### config.mk
export PLATFORM = sky130hd
export DESIGN_NAME = booth_mul_seq
export DESIGN_NICKNAME = d
export VERILOG_FILES = /design/src/rtl/booth_pkg.sv /design/src/rtl/booth_addsub.sv /design/src/rtl/booth_mul_seq.sv
export SDC_FILE = /design/constraint.sdc
export NUM_CORES = 1
export LEC_CHECK = 0
export ABC_AREA = 1
export CAP_MARGIN = 10
export CORE_MARGIN = 2
export CORE_UTILIZATION = 24
export DETAILED_ROUTE_END_ITERATION = 10
export DONT_BUFFER_PORTS = 1
export PLACE_DENSITY = 0.43
export SETUP_SLACK_MARGIN = 0.5
export SLEW_MARGIN = 20
export SYNTH_ARGS = -nofsm -noshare
export SYNTH_HDL_FRONTEND = slang
export SYNTH_SLANG_ARGS = --single-unit
### constraint.sdc
create_clock -name clk -period 5.15 [get_ports clk]
set_input_delay 0.7725 -clock clk [delete_from_list [all_inputs] [get_ports clk]]
set_output_delay 0.7725 -clock clk [all_outputs]
set_load 0.01 [all_outputs]
### src/rtl/booth_pkg.sv
// ---------------------------------------------------------------------------
// booth_pkg
// Shared definitions for the radix-2 Booth sequential multiplier.
//   state_t        : control FSM encoding (IDLE / RUN / DONE)
//   op_t           : Booth step operation (no-op / add M / subtract M)
//   booth_decode() : maps the {q[0], q_m1} bit pair onto a Booth operation
// ---------------------------------------------------------------------------
package booth_pkg;

  typedef enum logic [1:0] {
    ST_IDLE = 2'd0,
    ST_RUN  = 2'd1,
    ST_DONE = 2'd2
  } state_t;

  typedef enum logic [1:0] {
    OP_NOP = 2'd0,
    OP_ADD = 2'd1,
    OP_SUB = 2'd2
  } op_t;

  // Radix-2 Booth recoding: a 0->1 transition in the multiplier (reading
  // right to left) starts a run of ones and subtracts M; the 1->0 transition
  // ending the run adds M back. Inside a run of zeros or of ones, nothing is done.
  function automatic op_t booth_decode(input logic q0, input logic q_m1);
    op_t op;
    case ({q0, q_m1})
      2'b01:   op = OP_ADD;
      2'b10:   op = OP_SUB;
      default: op = OP_NOP;
    endcase
    return op;
  endfunction

endpackage

### src/rtl/booth_addsub.sv
// ---------------------------------------------------------------------------
// booth_addsub
// Combinational W-bit ripple-carry adder/subtractor.
//   x   : input  [W-1:0]  first operand
//   y   : input  [W-1:0]  second operand
//   sub : input           1 -> s = x - y, 0 -> s = x + y
//   s   : output [W-1:0]  result, modulo 2^W (carry out is discarded)
// Subtraction is x + ~y + 1: y is inverted bitwise and sub is the carry-in.
// ---------------------------------------------------------------------------
module booth_addsub #(
  parameter int W = 9
) (
  input  logic [W-1:0] x,
  input  logic [W-1:0] y,
  input  logic         sub,
  output logic [W-1:0] s
);

  logic [W-1:0] w_y_eff;
  logic [W-1:0] w_carry;

  assign w_y_eff  = y ^ {W{sub}};
  assign w_carry[0] = sub;

  genvar gi;
  generate
    for (gi = 0; gi < W; gi = gi + 1) begin : g_fa
      assign s[gi] = x[gi] ^ w_y_eff[gi] ^ w_carry[gi];
      // The carry out of the top bit is not needed: the width already
      // covers every intermediate Booth value.
      if (gi < W - 1) begin : g_carry
        assign w_carry[gi+1] = (x[gi] & w_y_eff[gi]) |
                               (x[gi] & w_carry[gi]) |
                               (w_y_eff[gi] & w_carry[gi]);
      end
    end
  endgenerate

endmodule

### src/rtl/booth_mul_seq.sv
// ---------------------------------------------------------------------------
// booth_mul_seq
// Sequential signed multiplier, radix-2 Booth, one step per clock.
//   clk   : input           rising-edge clock
//   rst   : input           synchronous active-high reset (aborts a run)
//   start : input           request a multiply; only looked at in IDLE
//   a     : input  [N-1:0]  multiplicand M, two's complement
//   b     : input  [N-1:0]  multiplier Q, two's complement
//   busy  : output          high during the N iteration cycles
//   done  : output          one-cycle strobe; p holds the new product
//   p     : output [2N-1:0] registered signed product
// The accumulator is N+1 bits wide so that +/-M never overflows, which
// keeps the product exact even for (-2^(N-1)) * (-2^(N-1)).
// ---------------------------------------------------------------------------
module booth_mul_seq
  import booth_pkg::*;
#(
  parameter int N = 8
) (
  input  logic           clk,
  input  logic           rst,
  input  logic           start,
  input  logic [N-1:0]   a,
  input  logic [N-1:0]   b,
  output logic           busy,
  output logic           done,
  output logic [2*N-1:0] p
);

  localparam int CW = $clog2(N + 1);

  state_t           r_state;
  logic [N:0]       r_acc;
  logic [N:0]       r_m;
  logic [N-1:0]     r_q;
  logic             r_qm1;
  logic [CW-1:0]    r_count;
  logic [2*N-1:0]   r_p;
  logic             r_busy;
  logic             r_done;

  op_t              w_op;
  logic             w_sub;
  logic [N:0]       w_addsub;
  logic [N:0]       w_sum;
  logic [N:0]       w_acc_sh;
  logic [N-1:0]     w_q_sh;
  logic             w_qm1_sh;

  // ---------------- one Booth step ----------------
  assign w_op  = booth_decode(r_q[0], r_qm1);
  assign w_sub = (w_op == OP_SUB);

  booth_addsub #(
    .W (N + 1)
  ) u_addsub (
    .x   (r_acc),
    .y   (r_m),
    .sub (w_sub),
    .s   (w_addsub)
  );

  assign w_sum = (w_op == OP_NOP) ? r_acc : w_addsub;

  // Arithmetic right shift of the concatenation {sum, q, q_m1}.
  assign w_acc_sh = {w_sum[N], w_sum[N:1]};
  assign w_q_sh   = {w_sum[0], r_q[N-1:1]};
  assign w_qm1_sh = r_q[0];

  // ---------------- control FSM and datapath registers ----------------
  always_ff @(posedge clk) begin
    if (rst) begin
      r_state <= ST_IDLE;
      r_acc   <= '0;
      r_m     <= '0;
      r_q     <= '0;
      r_qm1   <= 1'b0;
      r_count <= '0;
      r_p     <= '0;
      r_busy  <= 1'b0;
      r_done  <= 1'b0;
    end else begin
      case (r_state)
        ST_IDLE: begin
          r_done <= 1'b0;
          if (start) begin
            r_m     <= {a[N-1], a};
            r_q     <= b;
            r_acc   <= '0;
            r_qm1   <= 1'b0;
            r_count <= CW'(N);
            r_busy  <= 1'b1;
            r_state <= ST_RUN;
          end
        end

        ST_RUN: begin
          r_acc   <= w_acc_sh;
          r_q     <= w_q_sh;
          r_qm1   <= w_qm1_sh;
          r_count <= r_count - 1'b1;
          // Last step: the low 2N bits of {acc, q} after the shift are the
          // product; acc's extra top bit is only a sign copy by now.
          if (r_count == CW'(1)) begin
            r_p     <= {w_acc_sh[N-1:0], w_q_sh};
            r_busy  <= 1'b0;
            r_done  <= 1'b1;
            r_state <= ST_DONE;
          end
        end

        ST_DONE: begin
          r_done  <= 1'b0;
          r_state <= ST_IDLE;
        end

        default: begin
          r_busy  <= 1'b0;
          r_done  <= 1'b0;
          r_state <= ST_IDLE;
        end
      endcase
    end
  end

  assign busy = r_busy;
  assign done = r_done;
  assign p    = r_p;

endmodule

== Yosys cells after proc, flatten, opt, wreduce, memory -nomap -nowiden ==
Index checks and enable logic that the tools add are counted.

* Bits in registers: 50
* Input bits: 19
* Output and inout bits: 18
* Logic and storage cells: 104

* $add $sub $neg: 1
* Equal/unequal tests: 8
* Muxes and demuxes: 16
* Bitwise logic cells: 61
* Reduce and logical (&&, ||, !) cells: 9

{| class="wikitable"
|+ Operator list
! operator !! count
|-
| 1-bit AND || 24
|-
| 9-bit two-way mux || 2
|-
| 9-bit one-hot mux with 2 select lines || 1
|-
| 1-bit bitwise XOR || 18
|-
| 1-bit OR || 16
|-
| 8-bit one-hot mux with 2 select lines || 1
|-
| 9-bit bitwise XOR || 1
|-
| 8-bit two-way mux || 1
|-
| 2-bit one-hot mux with 2 select lines || 2
|-
| 4-bit one-hot mux with 2 select lines || 1
|-
| 2-bit AND reduction || 4
|-
| 2-bit == test (second input constant) || 3
|-
| 2-bit by 1-bit == test with 1-bit output (second input constant) || 2
|-
| 4-bit by 1-bit == test with 1-bit output (second input constant) || 1
|-
| 2-bit zero test || 2
|-
| 2-bit two-way mux || 2
|-
| 4-bit two-way mux || 1
|-
| 2-bit != test (second input constant) || 2
|-
| 4-bit by 1-bit subtractor with 4-bit output (second input constant) || 1
|-
| 1-bit two-way mux || 3
|-
| 1-bit one-hot mux with 3 select lines || 1
|-
| 3-bit AND reduction || 1
|-
| 1-bit NOT || 2
|-
| 1-bit one-hot mux with 2 select lines || 1
|-
| 2 further kinds || 2
|}

== Depth between registers and ports, before layout ==
Gate-level depths: netlist of the first run.

* Depth in word-level cells: 31
* Depth in mapped cells: 16
* Mapped depth without buffers: 15

== By module ==
A second synthesis of the first run with hierarchy kept.

* Cell total of the unflattened synthesis: 344
* Area, all modules: 2482.4 sq um

{| class="wikitable"
|+ By module, submodules not included
! module !! instances !! cells an instance !! area an instance (sq um) !! sequential area each (sq um)
|-
| booth_mul_seq || 1 || 299 || 2128.3 || 980.9
|-
| booth_addsub || 1 || 45 || 354.1 || 0.0
|}

== Worst setup path before layout of the first run ==
OpenSTA, ideal clock, no wires.

* Path type: register -> register
* Start point: reg r_qm1
* End point: reg r_acc[6]
* Library setup time: 0.074 ns
* Arrival time: 3.871 ns
* Required time: 5.076 ns
* Setup slack: 1.204 ns
* Stages on the path, launching flop included: 16
* Path buffers: 1
* Period minus slack after synthesis: 3.946 ns
* Path through: dfxtp_1 > inv_1 > ha_1 > buf_2 > xor2_1 > fa_1 > fa_1 > fa_1 > fa_1 > fa_1 > fa_1 > inv_1 > fa_1 > nor2_1 > nor2_1 > o21ai_0

* Word-level cells in the longest chain between the ends: 28
* Elaborated cells between the ends (all ways): 45
* Classes of those cells: 3 x eq/ne; 3 x mux; 38 x bitwise; 1 x reduce/logical

{| class="wikitable"
|+ RTL lines
! item !! line !! text
|-
| from (decl) || booth_mul_seq.sv:36 || <nowiki>logic r_qm1;</nowiki>
|-
| from (signal assigned) || booth_mul_seq.sv:100 || <nowiki>r_qm1 <= w_qm1_sh;</nowiki>
|-
| 2-bit == test / 2-bit by 1-bit == test with 1-bit output (equally long branches) || booth_pkg.sv:27 || <nowiki>case ({q0, q_m1})</nowiki>
|-
| 2-bit one-hot mux with 2 select lines * || booth_pkg.sv:27 ||
|-
| 2-bit == test || booth_mul_seq.sv:52 || <nowiki>assign w_sub = (w_op == OP_SUB);</nowiki>
|-
| 9-bit bitwise XOR || booth_addsub.sv:22 || <nowiki>assign w_y_eff = y ^ {W{sub}};</nowiki>
|-
| 1-bit AND || booth_addsub.sv:32 || <nowiki>assign w_carry[gi+1] = (x[gi] & w_y_eff[gi]) |</nowiki>
|-
| 1-bit OR || booth_addsub.sv:32 ||
|-
| 1-bit OR || booth_addsub.sv:33 || <nowiki>(x[gi] & w_carry[gi]) |</nowiki>
|-
| 1-bit AND || booth_addsub.sv:33 ||
|-
| [... 12 more ...] || n/a ||
|-
| 1-bit OR || booth_addsub.sv:32 ||
|-
| 1-bit OR || booth_addsub.sv:33 ||
|-
| 1-bit AND || booth_addsub.sv:33 ||
|-
| 1-bit OR || booth_addsub.sv:32 ||
|-
| 1-bit OR || booth_addsub.sv:33 ||
|-
| 1-bit bitwise XOR || booth_addsub.sv:28 || <nowiki>assign s[gi] = x[gi] ^ w_y_eff[gi] ^ w_carry[gi];</nowiki>
|-
| 9-bit two-way mux * || booth_mul_seq.sv:63 || <nowiki>assign w_sum = (w_op == OP_NOP) ? r_acc : w_addsub;</nowiki>
|-
| 9-bit one-hot mux with 2 select lines * || booth_mul_seq.sv:83 || <nowiki>case (r_state)</nowiki>
|-
| to (signal assigned) || booth_mul_seq.sv:98 || <nowiki>r_acc <= w_acc_sh;</nowiki>
|-
| to (decl) || booth_mul_seq.sv:33 || <nowiki>logic [N:0] r_acc;</nowiki>
|}

Mark *: on every way between the ends. The rest lies on a longest branch, timed or not.
A chain may end at the register's enable or synchronous reset.

== Worst setup path after layout of the first run ==
* Start point: reg r_q[0]
* End point: reg r_acc[6]

* Word-level cells in the longest chain between the ends: 28
* Elaborated cells between the ends (all ways): 45
* Classes of those cells: 3 x eq/ne; 3 x mux; 38 x bitwise; 1 x reduce/logical

{| class="wikitable"
|+ RTL lines
! item !! line !! text
|-
| from (decl) || booth_mul_seq.sv:35 || <nowiki>logic [N-1:0] r_q;</nowiki>
|-
| from (signal assigned) || booth_mul_seq.sv:99 || <nowiki>r_q <= w_q_sh;</nowiki>
|-
| 2-bit == test / 2-bit by 1-bit == test with 1-bit output (equally long branches) || booth_pkg.sv:27 ||
|-
| 2-bit one-hot mux with 2 select lines * || booth_pkg.sv:27 ||
|-
| 2-bit == test || booth_mul_seq.sv:52 ||
|-
| 9-bit bitwise XOR || booth_addsub.sv:22 ||
|-
| 1-bit AND || booth_addsub.sv:32 ||
|-
| 1-bit OR || booth_addsub.sv:32 ||
|-
| 1-bit OR || booth_addsub.sv:33 ||
|-
| 1-bit AND || booth_addsub.sv:33 ||
|-
| [... 12 more ...] || n/a ||
|-
| 1-bit OR || booth_addsub.sv:32 ||
|-
| 1-bit OR || booth_addsub.sv:33 ||
|-
| 1-bit AND || booth_addsub.sv:33 ||
|-
| 1-bit OR || booth_addsub.sv:32 ||
|-
| 1-bit OR || booth_addsub.sv:33 ||
|-
| 1-bit bitwise XOR || booth_addsub.sv:28 ||
|-
| 9-bit two-way mux * || booth_mul_seq.sv:63 ||
|-
| 9-bit one-hot mux with 2 select lines * || booth_mul_seq.sv:83 ||
|}

Marked as above.

==> metrics.md, run 1 <==
| Metric | Value |
|---|---|
| Status | complete, no violations |
| Final wirelength | around 5600 µm |
| Root buf cell | clkbuf_8 |
| Via/cell ratio | about 4.2 |
| CTS H-tree lvls | 2 |
| Synth Register Bits | 49 |
| Largest net degree at the start of global routing | 33 |
| Post-synth top area cell | dfxtp_1 |
| Cts bufs inserted | 5 |
| Area delta synth->final | 7.35% |
| Via Count | 1766 |
| Distinct cells, synth | 27 |
| Synth Flop Type | dfxtp_1 |
| CTS tree | built |
| Most numerous cell in the Yosys netlist | nand2_1 |
| Critical Path RT | 5.38 ns |
| Die X | 104 µm |
| Cts repair resizes | 0 |
| Post-layout min period | roughly 4.1 ns |
| Design Power | ~740 µW |
| DRT antenna net count | 0 |
| Async S/R FF share, synth | 0 |
| Final nets | 316 |
| Final Cell Area | 0.00256 mm² |
| Vias in the first global route | 1731 |
| Initial antenna violation count | 0 |
| Share of cells above drive strength 1 | 0.143 |
| Placed inst area | approximately 0.0025 mm² |
| Worst Reg-to-Reg Cells | 13 |
| Hold WS | approximately 0.47 ns |
| Setup CP Type | flop to flop |
| Clk buf depth | 2 |
| Hold depth | 2 |
| Post-CTS Hold Buffers | 0 |
| CP dominant cell by count | fa_1 |
| Max VDD drop | ~0.000086 V |
| Final setup vio count | 0 |
| Slew @ Worst Pin | ~0.71 ns |
| Worst path depth | 13 |
| Clk_lat worst skew | about 0.3 ns |
| Mapped Area | ~0.0024 mm² |
| Synth top cells by count | nand2_1 (59), dfxtp_1 (49), nor2_1 (37) |
| Max Cap Viol | 0 |
| Post-synth EDFFs | 0 |
| Critical Path Sink Type | flop |
| Post-route setup TNS | 0 ns |
| Core area | 0.00973 mm² |
| Clock sink count | about 50 |
| Die Footprint | between 0.01 and 0.015 mm² |
| Avg WL per Cell | 13.3 µm |
| Warnings, synthesis | 0 |
| RSZ-0062 raised after global routing | no |
| # Post-CTS Setup Buffers | 0 |
| Avg Inst Size Synth | between 8 and 9 µm² |
| Largest cells by area after synthesis | dfxtp_1 (41%), nand2_1 (9.3%), fa_1 (6.7%), nor2_1 (5.8%), nand3_1 (4.0%) |
| Area share of the largest cell type after synthesis | 0.411 |
| WP buf/inv | 1 |
| Clock-pin slew on the worst setup and hold paths | about 0.090 ns |
| # DRC | 0 |
| Total track usage | 0.108 |
| Cells after synthesis | slightly below 300 |
| Worst Hold Class | flop to flop |
| Pwr/cell area | around 290 mW/mm² |
| Sequential share of the synthesized area | 0.411 |
| Slew HR | 0.528 |
| Crit share post-route | 0.805 |
| DRT iter0 DRCs | 50 |
| Initial cell density of the core | 0.245 |
| Port bufs | 0 |
| Startpoint Class | flop |
| Antenna diodes | 0 |
| Filler Cells Inserted | between 1000 and 1500 |
| Detailed-placement wirelength estimate | approximately 4000 µm |
| Gr ovfl total | 0 |
| Final core utilization | 0.263 |
| First-pass GRT wire length | 9210 µm |
| CP Max Fanout | 8 |
| Worst path cell trace | ha_1, xor2_1, fa_1, fa_1, fa_1, fa_1, fa_1, fa_1, inv_1, fa_1, nor2_1, nor2_1, o21ai_0 |
| Net Count, Synth | between 300 and 400 |
| Die Ht | around 100 µm |
| Std cell rows | 36 |
| Pre-antenna DRT Iters | 4 |
| Slowest-stage cell, CP | fa_1 |
| Final Wtd Congestion | ~0.75 |
| Slew Viols, Final | 0 |
| F_max | around 240 MHz |
| Static leakage | 1.02 nW |
| Worst Path Arrival | between 4 and 5 ns |
| CP max stage delay | between 0.4 and 0.5 ns |
| Delay-heaviest family, CP | adder cells |
| Final hold violations | 0 |
| # IOs | 37 |
| Clk_skew | between 0.004 and 0.005 ns |
cells in the final DEF (no fill, tap or decap), drive strengths merged:
cell type / netlist / final
ha: 3 / 3
a21oi: 18 / 18
o21ai: 29 / 29
nor2: 41 / 41
xnor2: 1 / 1
nand2: 63 / 63
clkbuf: 2 / 8
dfxtp: 49 / 49
inv: 25 / 25
or2: 4 / 4
clkinv: 1 / 1
xor2: 6 / 6
nor3: 2 / 2
nand3: 29 / 29
fa: 8 / 8
power breakdown:
part / switching, mW / internal, mW
registers: 0.0166 / 0.396
logic: 0.0710 / 0.0349
clock network: 0.126 / 0.0969
per-layer routing:
metal	routed length [µm]	up-vias	track usage
met3	298	7	0.0340
met2	2630	36	0.174
met5	0	-	0
li1	-	911	-
met4	103	0	0.0454
met1	2540	812	0.135
per-stage QoR:
| step | std cells | setup slack, ns |
|---|---|---|
| 2_1_floorplan | 290 | 1.20 |
| 3_3_place_gp | 412 | 1.07 |
| 3_5_place_dp | 412 | 0.999 |
| 4_1_cts | 420 | 0.981 |
| 5_1_grt | 420 | 0.786 |
| 6_report | 420 | 1.00 |
tightest hold or removal path, cell delays in order (launching register included):
cell and delay, ns:
dfxtp_1 0.32, nand2_1 0.06, a21oi_1 0.06
sequential cells by signal, summed over array words and instances (netlist names):
register and cells:
r_q 8, p 16, r_count 4, r_m 8, r_qm1 1, done 1, r_acc 8, r_state 2
busy 1
cell families after synthesis:
family	synth area share
fa+ha+maj	0.0829
xor+xnor	0.0257
flops	0.411
simple gates	0.296
compound gates	0.113
buf+inv	0.0713
final cells by class:
cell class              count  area [µm²]  area share
flip-flops and latches     49         981       0.383
clock buffers               8        80.1      0.0313
inverters                  26        98.8      0.0386
well taps                 133         166      0.0650
multi-input cells         204        1230       0.482
worst paths after layout:
check,startpoint,endpoint,slack (ns)
hold / removal,r_qm1,r_qm1,0.47
setup / recovery,r_q[0],r_acc[6],1.00
setup reg to reg,r_q[0],r_acc[6],1.00
hold reg to reg,r_qm1,r_qm1,0.47
Note: power is estimated with default switching activity, not from simulation.
==> run 2, diff against run 1 <==
==> constraint.sdc (replaced) <==
create_clock -name clk -period 4.35 [get_ports clk]
set_input_delay 0.6525 -clock clk [delete_from_list [all_inputs] [get_ports clk]]
set_output_delay 0.6525 -clock clk [all_outputs]
set_load 0.01 [all_outputs]
==> metrics.md, run 2 (same netlist as run 1, synthesis figures left out) <==
| Metric | Value |
|---|---|
| Status | complete, no violations (unchanged) |
| Slew HR | 0.537 (was 0.528) |
| Static leakage | 1.02 nW (about the same) |
| Std cell rows | 36 (unchanged) |
| Total track usage | 0.104 (was 0.108) |
| Max Cap Viol | 0 (unchanged) |
| CP Max Fanout | 8 (unchanged) |
| Worst Reg-to-Reg Cells | 14 (was 13) |
| Slew @ Worst Pin | 0.694 ns (was 0.708 ns) |
| Logic pwr share | 0.146 (was 0.143) |
| DRT iter0 DRCs | 52 (was 50) |
| Via/cell ratio | 4.19 (was 4.20) |
| Startpoint Class | flop (unchanged) |
| Post-route setup TNS | 0 ns (unchanged) |
| Final wirelength | 5470 µm (was 5570 µm) |
| Sw frac | 0.293 (was 0.289) |
| Initial cell density of the core | 0.245 (unchanged) |
| R2R Setup Slk | 0.64 ns (was 1.00 ns) |
| Via Count | 1759 (was 1766) |
| Reg2reg start | r_qm1 (was r_q[0]) |
| Crit share post-route | 0.852 (was 0.805) |
| Avg WL per Cell | 13.0 µm (was 13.3 µm) |
| # DRC | 0 (unchanged) |
| Design Power | 883 µW (was 742 µW) |
| Max VDD drop | 0.000112 V (was 0.0000860 V) |
| # Post-CTS Setup Buffers | 0 (unchanged) |
| Clk_skew | 0.00579 ns (was 0.00417 ns) |
| Initial antenna violation count | 0 (unchanged) |
| Slowest-stage cell, CP | fa_1 (unchanged) |
| NetSw | 258 µW (was 214 µW) |
| Commonest non-fill, non-tap cell in the layout | nand2_1 (unchanged) |
| Hold depth | 1 (was 2) |
| Slew Viols, Final | 0 (unchanged) |
| Largest net degree at the start of global routing | 33 (unchanged) |
| Root buf cell | clkbuf_8 (unchanged) |
| Endpoint, Worst Hold | p[1] (was r_qm1) |
| Clk pwr share | 0.301 (about the same) |
| Die Ht | 104 µm (unchanged) |
| DRT antenna net count | 0 (unchanged) |
| CTS H-tree lvls | 2 (unchanged) |
| Slack of the critical path | 0.645 ns (was 1.00 ns) |
| Cts bufs inserted | 5 (unchanged) |
| Antenna diodes | 0 (unchanged) |
| Clk buf depth | 2 (unchanged) |
| Core area | 0.00973 mm² (unchanged) |
| Pwr/cell area | 341 mW/mm² (was 290 mW/mm²) |
| Area delta synth->final | 8.55% (was 7.35%) |
| CP max stage delay | 0.40 ns (was 0.43 ns) |
| RSZ-0062 raised after global routing | no (unchanged) |
| CTS tree | built (unchanged) |
| Max reg flops | 16 (unchanged) |
| Share of power burned in registers | 0.553 (was 0.556) |
| Clock-pin slew on the worst setup and hold paths | 0.09 ns (about the same) |
| Gr ovfl total | 0 (unchanged) |
| Worst path cell trace | inv_1, ha_4, xor2_1, fa_2, fa_2, fa_2, fa_2, fa_2, fa_1, inv_2, fa_1, nor2_1, nor2_1, o21ai_2 (was ha_1, xor2_1, fa_1, fa_1, fa_1, fa_1, fa_1, fa_1, inv_1, fa_1, nor2_1, nor2_1, o21ai_0) |
| Share of cells above drive strength 1 | 0.178 (was 0.143) |
| # IOs | 37 (unchanged) |
| Vias in the first global route | 1643 (was 1731) |
| Worst Hold Class | input pin to flop (was flop to flop) |
| Pre-antenna DRT Iters | 5 (was 4) |
| Setup CP Type | flop to flop (unchanged) |
| End of the worst register-to-register path | p[14] (was r_acc[6]) |
| Critical Path Sink Type | flop (unchanged) |
| Port bufs | 0 (unchanged) |
| Hold WS | 0.407 ns (was 0.466 ns) |
| Die Footprint | 0.0107 mm² (unchanged) |
| Die X | 104 µm (unchanged) |
| Final nets | 316 (unchanged) |
| Pre-CTS setup slack | 0.300 ns (was 0.999 ns) |
| Post-CTS Hold Buffers | 0 (unchanged) |
| Final Wtd Congestion | 0.759 (was 0.745) |
| Post-layout min period | 3.71 ns (was 4.15 ns) |
| Clk_lat worst skew | 0.30 ns (about the same) |
| Final setup vio count | 0 (unchanged) |
| Critical Path RT | 4.59 ns (was 5.38 ns) |
| First-pass GRT wire length | 8890 µm (was 9210 µm) |
| Final hold violations | 0 (unchanged) |
| Hold_sp | rst (was r_qm1) |
| Cts repair resizes | 3 (was 0) |
| Int Pwr | 624 µW (was 528 µW) |
| Clock sink count | 49 (unchanged) |
| Worst Path Arrival | 3.94 ns (was 4.38 ns) |
| CP dominant cell by count | fa_2 (was fa_1) |
| F_max | 270 MHz (was 241 MHz) |
| Commonest non-fill, non-tap cells in the layout | nand2_1 (59), dfxtp_1 (48), nor2_1 (37) (was nand2_1 (59), dfxtp_1 (49), nor2_1 (37)) |
| Detailed-placement wirelength estimate | 3940 µm (was 3960 µm) |
==> run 2: changes by cell type in the layout (fill, tap and decap cells not counted), sizes merged <==
cell    delta
clkinv     +2
clkbuf     -2
==> run 2: power groups by stage <==
| stage | Clock, mW | Combinational (mW) | Sequential, mW |
|---|---|---|---|
| 5_1_grt | 0.290 | 0.151 | 0.491 |
| 3_5_place_dp | 0 | 0.129 | 0.499 |
| 3_3_place_gp | 0 | 0.128 | 0.499 |
| 4_1_cts | 0.279 | 0.132 | 0.489 |
| 6_report | 0.266 | 0.129 | 0.488 |
| 2_1_floorplan | 0 | 0.110 | 0.494 |
==> run 2: worst max-delay path: cells and delay by family, from the launching register on <==
family | cells | cell delay [ns]
AO/OA/AOI/OAI | 1 | 0.12
XOR/XNOR | 1 | 0.17
adder cells (fa/ha/maj) | 8 | 2.73
buffers and inverters | 2 | 0.14
flip-flops | 1 | 0.33
AND/OR/NAND/NOR | 2 | 0.16
==> run 2: how the worst max path moves through the flow <==
stage	from	end	slack, ns
6_report	r_qm1	p[14]	0.64
5_1_grt	r_qm1	r_acc[6]	0.53
4_1_cts	r_qm1	r_acc[6]	0.54
3_5_place_dp	r_q[0]	r_acc[6]	0.30
3_3_place_gp	r_q[0]	r_acc[6]	0.36
2_1_floorplan	r_qm1	r_acc[6]	0.51
==> run 2: stage by stage <==
stage,instance area [µm²],utilization,cells
detailed placement,2480,0.255,412
global route,2590,0.266,420
finish,2590,0.266,420
floorplan,2390,-,290
global placement,2480,0.255,412
CTS,2580,0.265,420
==> run 2: layout make-up <==
cell class,count,area [µm²]
Clock inverter,2,10.0
Clock buffer,6,72.6
Tap cell,133,166
Sequential cell,49,982
Fill cell,1095,7140
Inverter,26,98.8
Multi-Input combinational cell,204,1260
==> run 2: layer usage <==
metal	global-route usage	vias up	routed length [µm]
li1	-	907	-
met3	0.0258	8	272
met4	0.0376	0	109
met2	0.171	33	2560
met5	0	-	0
met1	0.132	811	2530
==> run 3, diff against run 2 <==
--- a/config.mk
+++ b/config.mk
@@ -16,4 +16,5 @@
 export SLEW_MARGIN = 20
 export SYNTH_ARGS = -nofsm -noshare
 export SYNTH_HDL_FRONTEND = slang
+export SYNTH_HIERARCHICAL = 1
 export SYNTH_SLANG_ARGS = --single-unit
==> metrics.md, run 3 <==
| Metric | Value |
|---|---|
| Mapped Area | 0.00248 mm² (was 0.00238 mm²) |
| Root buf cell | clkbuf_8 (unchanged) |
| Initial antenna violation count | 0 (unchanged) |
| Largest cells by area after synthesis | dfxtp_1 (40%), nand2_1 (12%), nor2_1 (10%), inv_1 (6.5%), fa_1 (5.6%) (was dfxtp_1 (41%), nand2_1 (9.3%), fa_1 (6.7%), nor2_1 (5.8%), nand3_1 (4.0%)) |
| Area share of the largest cell type after synthesis | 0.395 (was 0.411) |
| CTS H-tree lvls | 2 (unchanged) |
| Critical Path Sink Type | flop (unchanged) |
| Vias in the first global route | 2059 (was 1643) |
| Post-layout min period | 3.71 ns (about the same) |
| Cells after synthesis | 344 (was 290) |
| Startpoint Class | flop (unchanged) |
| Final nets | 368 (was 316) |
| Synth top cells by count | nand2_1 (80), nor2_1 (69), dfxtp_1 (49) (was nand2_1 (59), dfxtp_1 (49), nor2_1 (37)) |
| Sequential share of the synthesized area | 0.395 (was 0.411) |
| Largest net degree at the start of global routing | 42 (was 33) |
| Max reg flops | 16 (unchanged) |
| CTS tree | built (unchanged) |
| Port bufs | 0 (unchanged) |
| Most numerous cell in the Yosys netlist | nand2_1 (unchanged) |
| Antenna diodes | 0 (unchanged) |
| Gr ovfl total | 0 (unchanged) |
| Hold WS | 0.405 ns (was 0.407 ns) |
| Clock sink count | 49 (unchanged) |
| Std cell rows | 37 (was 36) |
| Distinct cells, synth | 26 (was 27) |
| RSZ-0062 raised after global routing | yes (was no) |
| Die Footprint | 0.0112 mm² (was 0.0107 mm²) |
| Worst Hold Class | input pin to flop (unchanged) |
| Avg WL per Cell | 11.6 µm (was 13.0 µm) |
| Clk_lat worst skew | 0.30 ns (about the same) |
| Via Count | 1967 (was 1759) |
| Post-CTS Hold Buffers | 0 (unchanged) |
| Placed cell count | 468 (was 412) |
| Status | complete, no violations (unchanged) |
| Final Wtd Congestion | 0.704 (was 0.759) |
| Worst Path Arrival | 3.95 ns (was 3.94 ns) |
| Post-route setup TNS | 0 ns (unchanged) |
| Final hold violations | 0 (unchanged) |
| DRT antenna net count | 0 (unchanged) |
| Initial cell density of the core | 0.244 (was 0.245) |
| Via/cell ratio | 4.13 (was 4.19) |
| Synth Register Bits | 49 (unchanged) |
| Setup CP Type | flop to flop (unchanged) |
| Finished Layout Cells | 476 (was 420) |
| GR Util met2 | 0.190 (was 0.171) |
| Slew @ Worst Pin | 0.715 ns (was 0.694 ns) |
| Slew Viols, Final | 0 (unchanged) |
| M3 GR Usage | 0.0260 (was 0.0258) |
| # DRC | 0 (unchanged) |
| Critical Path RT | 4.59 ns (about the same) |
| Clock-pin slew on the worst setup and hold paths | 0.09 ns (about the same) |
| CP Max Fanout | 3 (was 8) |
| Max Cap Viol | 0 (unchanged) |
| Post-synth EDFFs | 0 (unchanged) |
| Gr busiest metal | met2 (unchanged) |
| First-pass GRT wire length | 9560 µm (was 8890 µm) |
| # IOs | 37 (unchanged) |
| Warnings, synthesis | 6 (was 0) |
| Crit share post-route | 0.853 (was 0.852) |
| Avg Inst Size Synth | 7.22 µm² (was 8.22 µm²) |
| Area delta synth->final | 9.48% (was 8.55%) |
| Slew HR | 0.523 (was 0.537) |
| Clk buf depth | 2 (unchanged) |
| Die X | 106 µm (was 104 µm) |
| # Post-CTS Setup Buffers | 0 (unchanged) |
| Synth Flop Type | dfxtp_1 (unchanged) |
| Final setup vio count | 0 (unchanged) |
| Cts bufs inserted | 5 (unchanged) |
| Pwr/cell area | 344 mW/mm² (was 341 mW/mm²) |
| Commonest non-fill, non-tap cells in the layout | nand2_1 (79), nor2_1 (69), dfxtp_1 (47) (was nand2_1 (59), dfxtp_1 (48), nor2_1 (37)) |
| Max VDD drop | 0.000146 V (was 0.000112 V) |
| DRT iter0 DRCs | 67 (was 52) |
| Share of cells above drive strength 1 | 0.126 (was 0.178) |
| Async S/R FF share, synth | 0 (unchanged) |
| Static leakage | 1.14 nW (was 1.02 nW) |
| Core area | 0.0102 mm² (was 0.00973 mm²) |
| Final wirelength | 5510 µm (was 5470 µm) |
| Net Count, Synth | 373 (was 320) |
| Pre-antenna DRT Iters | 4 (was 5) |
| Die Ht | 106 µm (was 104 µm) |
| Post-synth top area cell | dfxtp_1 (unchanged) |
| GR Layer Usage met1 | 0.124 (was 0.132) |
| F_max | 270 MHz (about the same) |
| Commonest non-fill, non-tap cell in the layout | nand2_1 (unchanged) |
| Total track usage | 0.105 (was 0.104) |
| Design Power | 934 µW (was 883 µW) |
| Detailed-placement wirelength estimate | 4010 µm (was 3940 µm) |
| Clk_skew | 0.00511 ns (was 0.00579 ns) |
run 3: changes by cell type after synthesis, sizes merged, moves of 2 or more:
| cell | previous run | this run |
|---|---|---|
| or2 | 4 | 0 |
| nand3 | 29 | 22 |
| a21oi | 18 | 5 |
| inv | 25 | 47 |
| o22ai | 0 | 8 |
| nor3 | 2 | 0 |
| nor2 | 41 | 74 |
| buf | 9 | 12 |
| nand2 | 63 | 89 |
| o21ai | 29 | 17 |
| xnor2 | 1 | 6 |
| xor2 | 6 | 2 |
run 3: logic make-up after synthesis:
| logic type | Yosys count | share of synthesized area |
|---|---|---|
| xor+xnor | 8 | 0.0282 |
| compound gates | 31 | 0.0675 |
| simple gates | 185 | 0.327 |
| buf+inv | 61 | 0.111 |
| flops | 49 | 0.395 |
| fa+ha+maj | 10 | 0.0716 |
run 3: routing by layer:
layer  up-vias  wire length, µm
li1       1034                -
met2        27             2730
met1       901             2490
met3         5              216
met4         0               70
met5         -                0
run 3: metrics by stage:
step,utilization,area (µm²),setup slack (ns)
2_1_floorplan,-,2500,0.531
3_3_place_gp,0.254,2580,0.448
3_5_place_dp,0.254,2580,0.402
4_1_cts,0.264,2690,0.515
5_1_grt,0.267,2720,0.408
6_report,0.267,2720,0.640
run 3: path summary, 6_finish.rpt:
path,slack [ns],end,cells past startpoint,start
worst max-delay path,0.64,r_acc[7],21,r_qm1
worst min-delay path,0.40,r_q[3],1,rst
worst max register to register,0.64,r_acc[7],21,r_qm1
worst min register to register,0.48,p[0],2,r_q[1]
run 3: critical path, cell delays in order, from the launching register on:
cell	delay (ns)
dfxtp_2	0.33
inv_2	0.06
ha_4	0.16
inv_4	0.05
o21ai_4	0.12
fa_2	0.21
inv_2	0.04
fa_2	0.33
fa_2	0.35
fa_2	0.34
fa_2	0.34
fa_2	0.34
fa_2	0.35
inv_2	0.05
nand2_1	0.05
nand2_2	0.08
nor2_1	0.04
nor2_1	0.09
nand2_1	0.06
nand2_1	0.07
nand2_1	0.05
a21oi_1	0.14
run 3: power by group:
group	internal, mW	switching, mW
sequential	0.472	0.0229
combinational	0.0556	0.0982
clock	0.129	0.156
total	0.657	0.277
run 3: repair_timing:
item                                    CTS  global route
resized for setup                         3            11
gates cloned                              0             0
pin swaps                                 0             5
endpoints found under the setup margin    2             4
run 3: area by class of cell:
cell class	instances	area [µm²]
well taps	136	170
multi-input cells	234	1280
fillers	1158	7470
clock inverters	2	13.8
inverters	48	183
flip-flops and latches	49	983
repair buffers	1	7.51
clock buffers	6	82.6
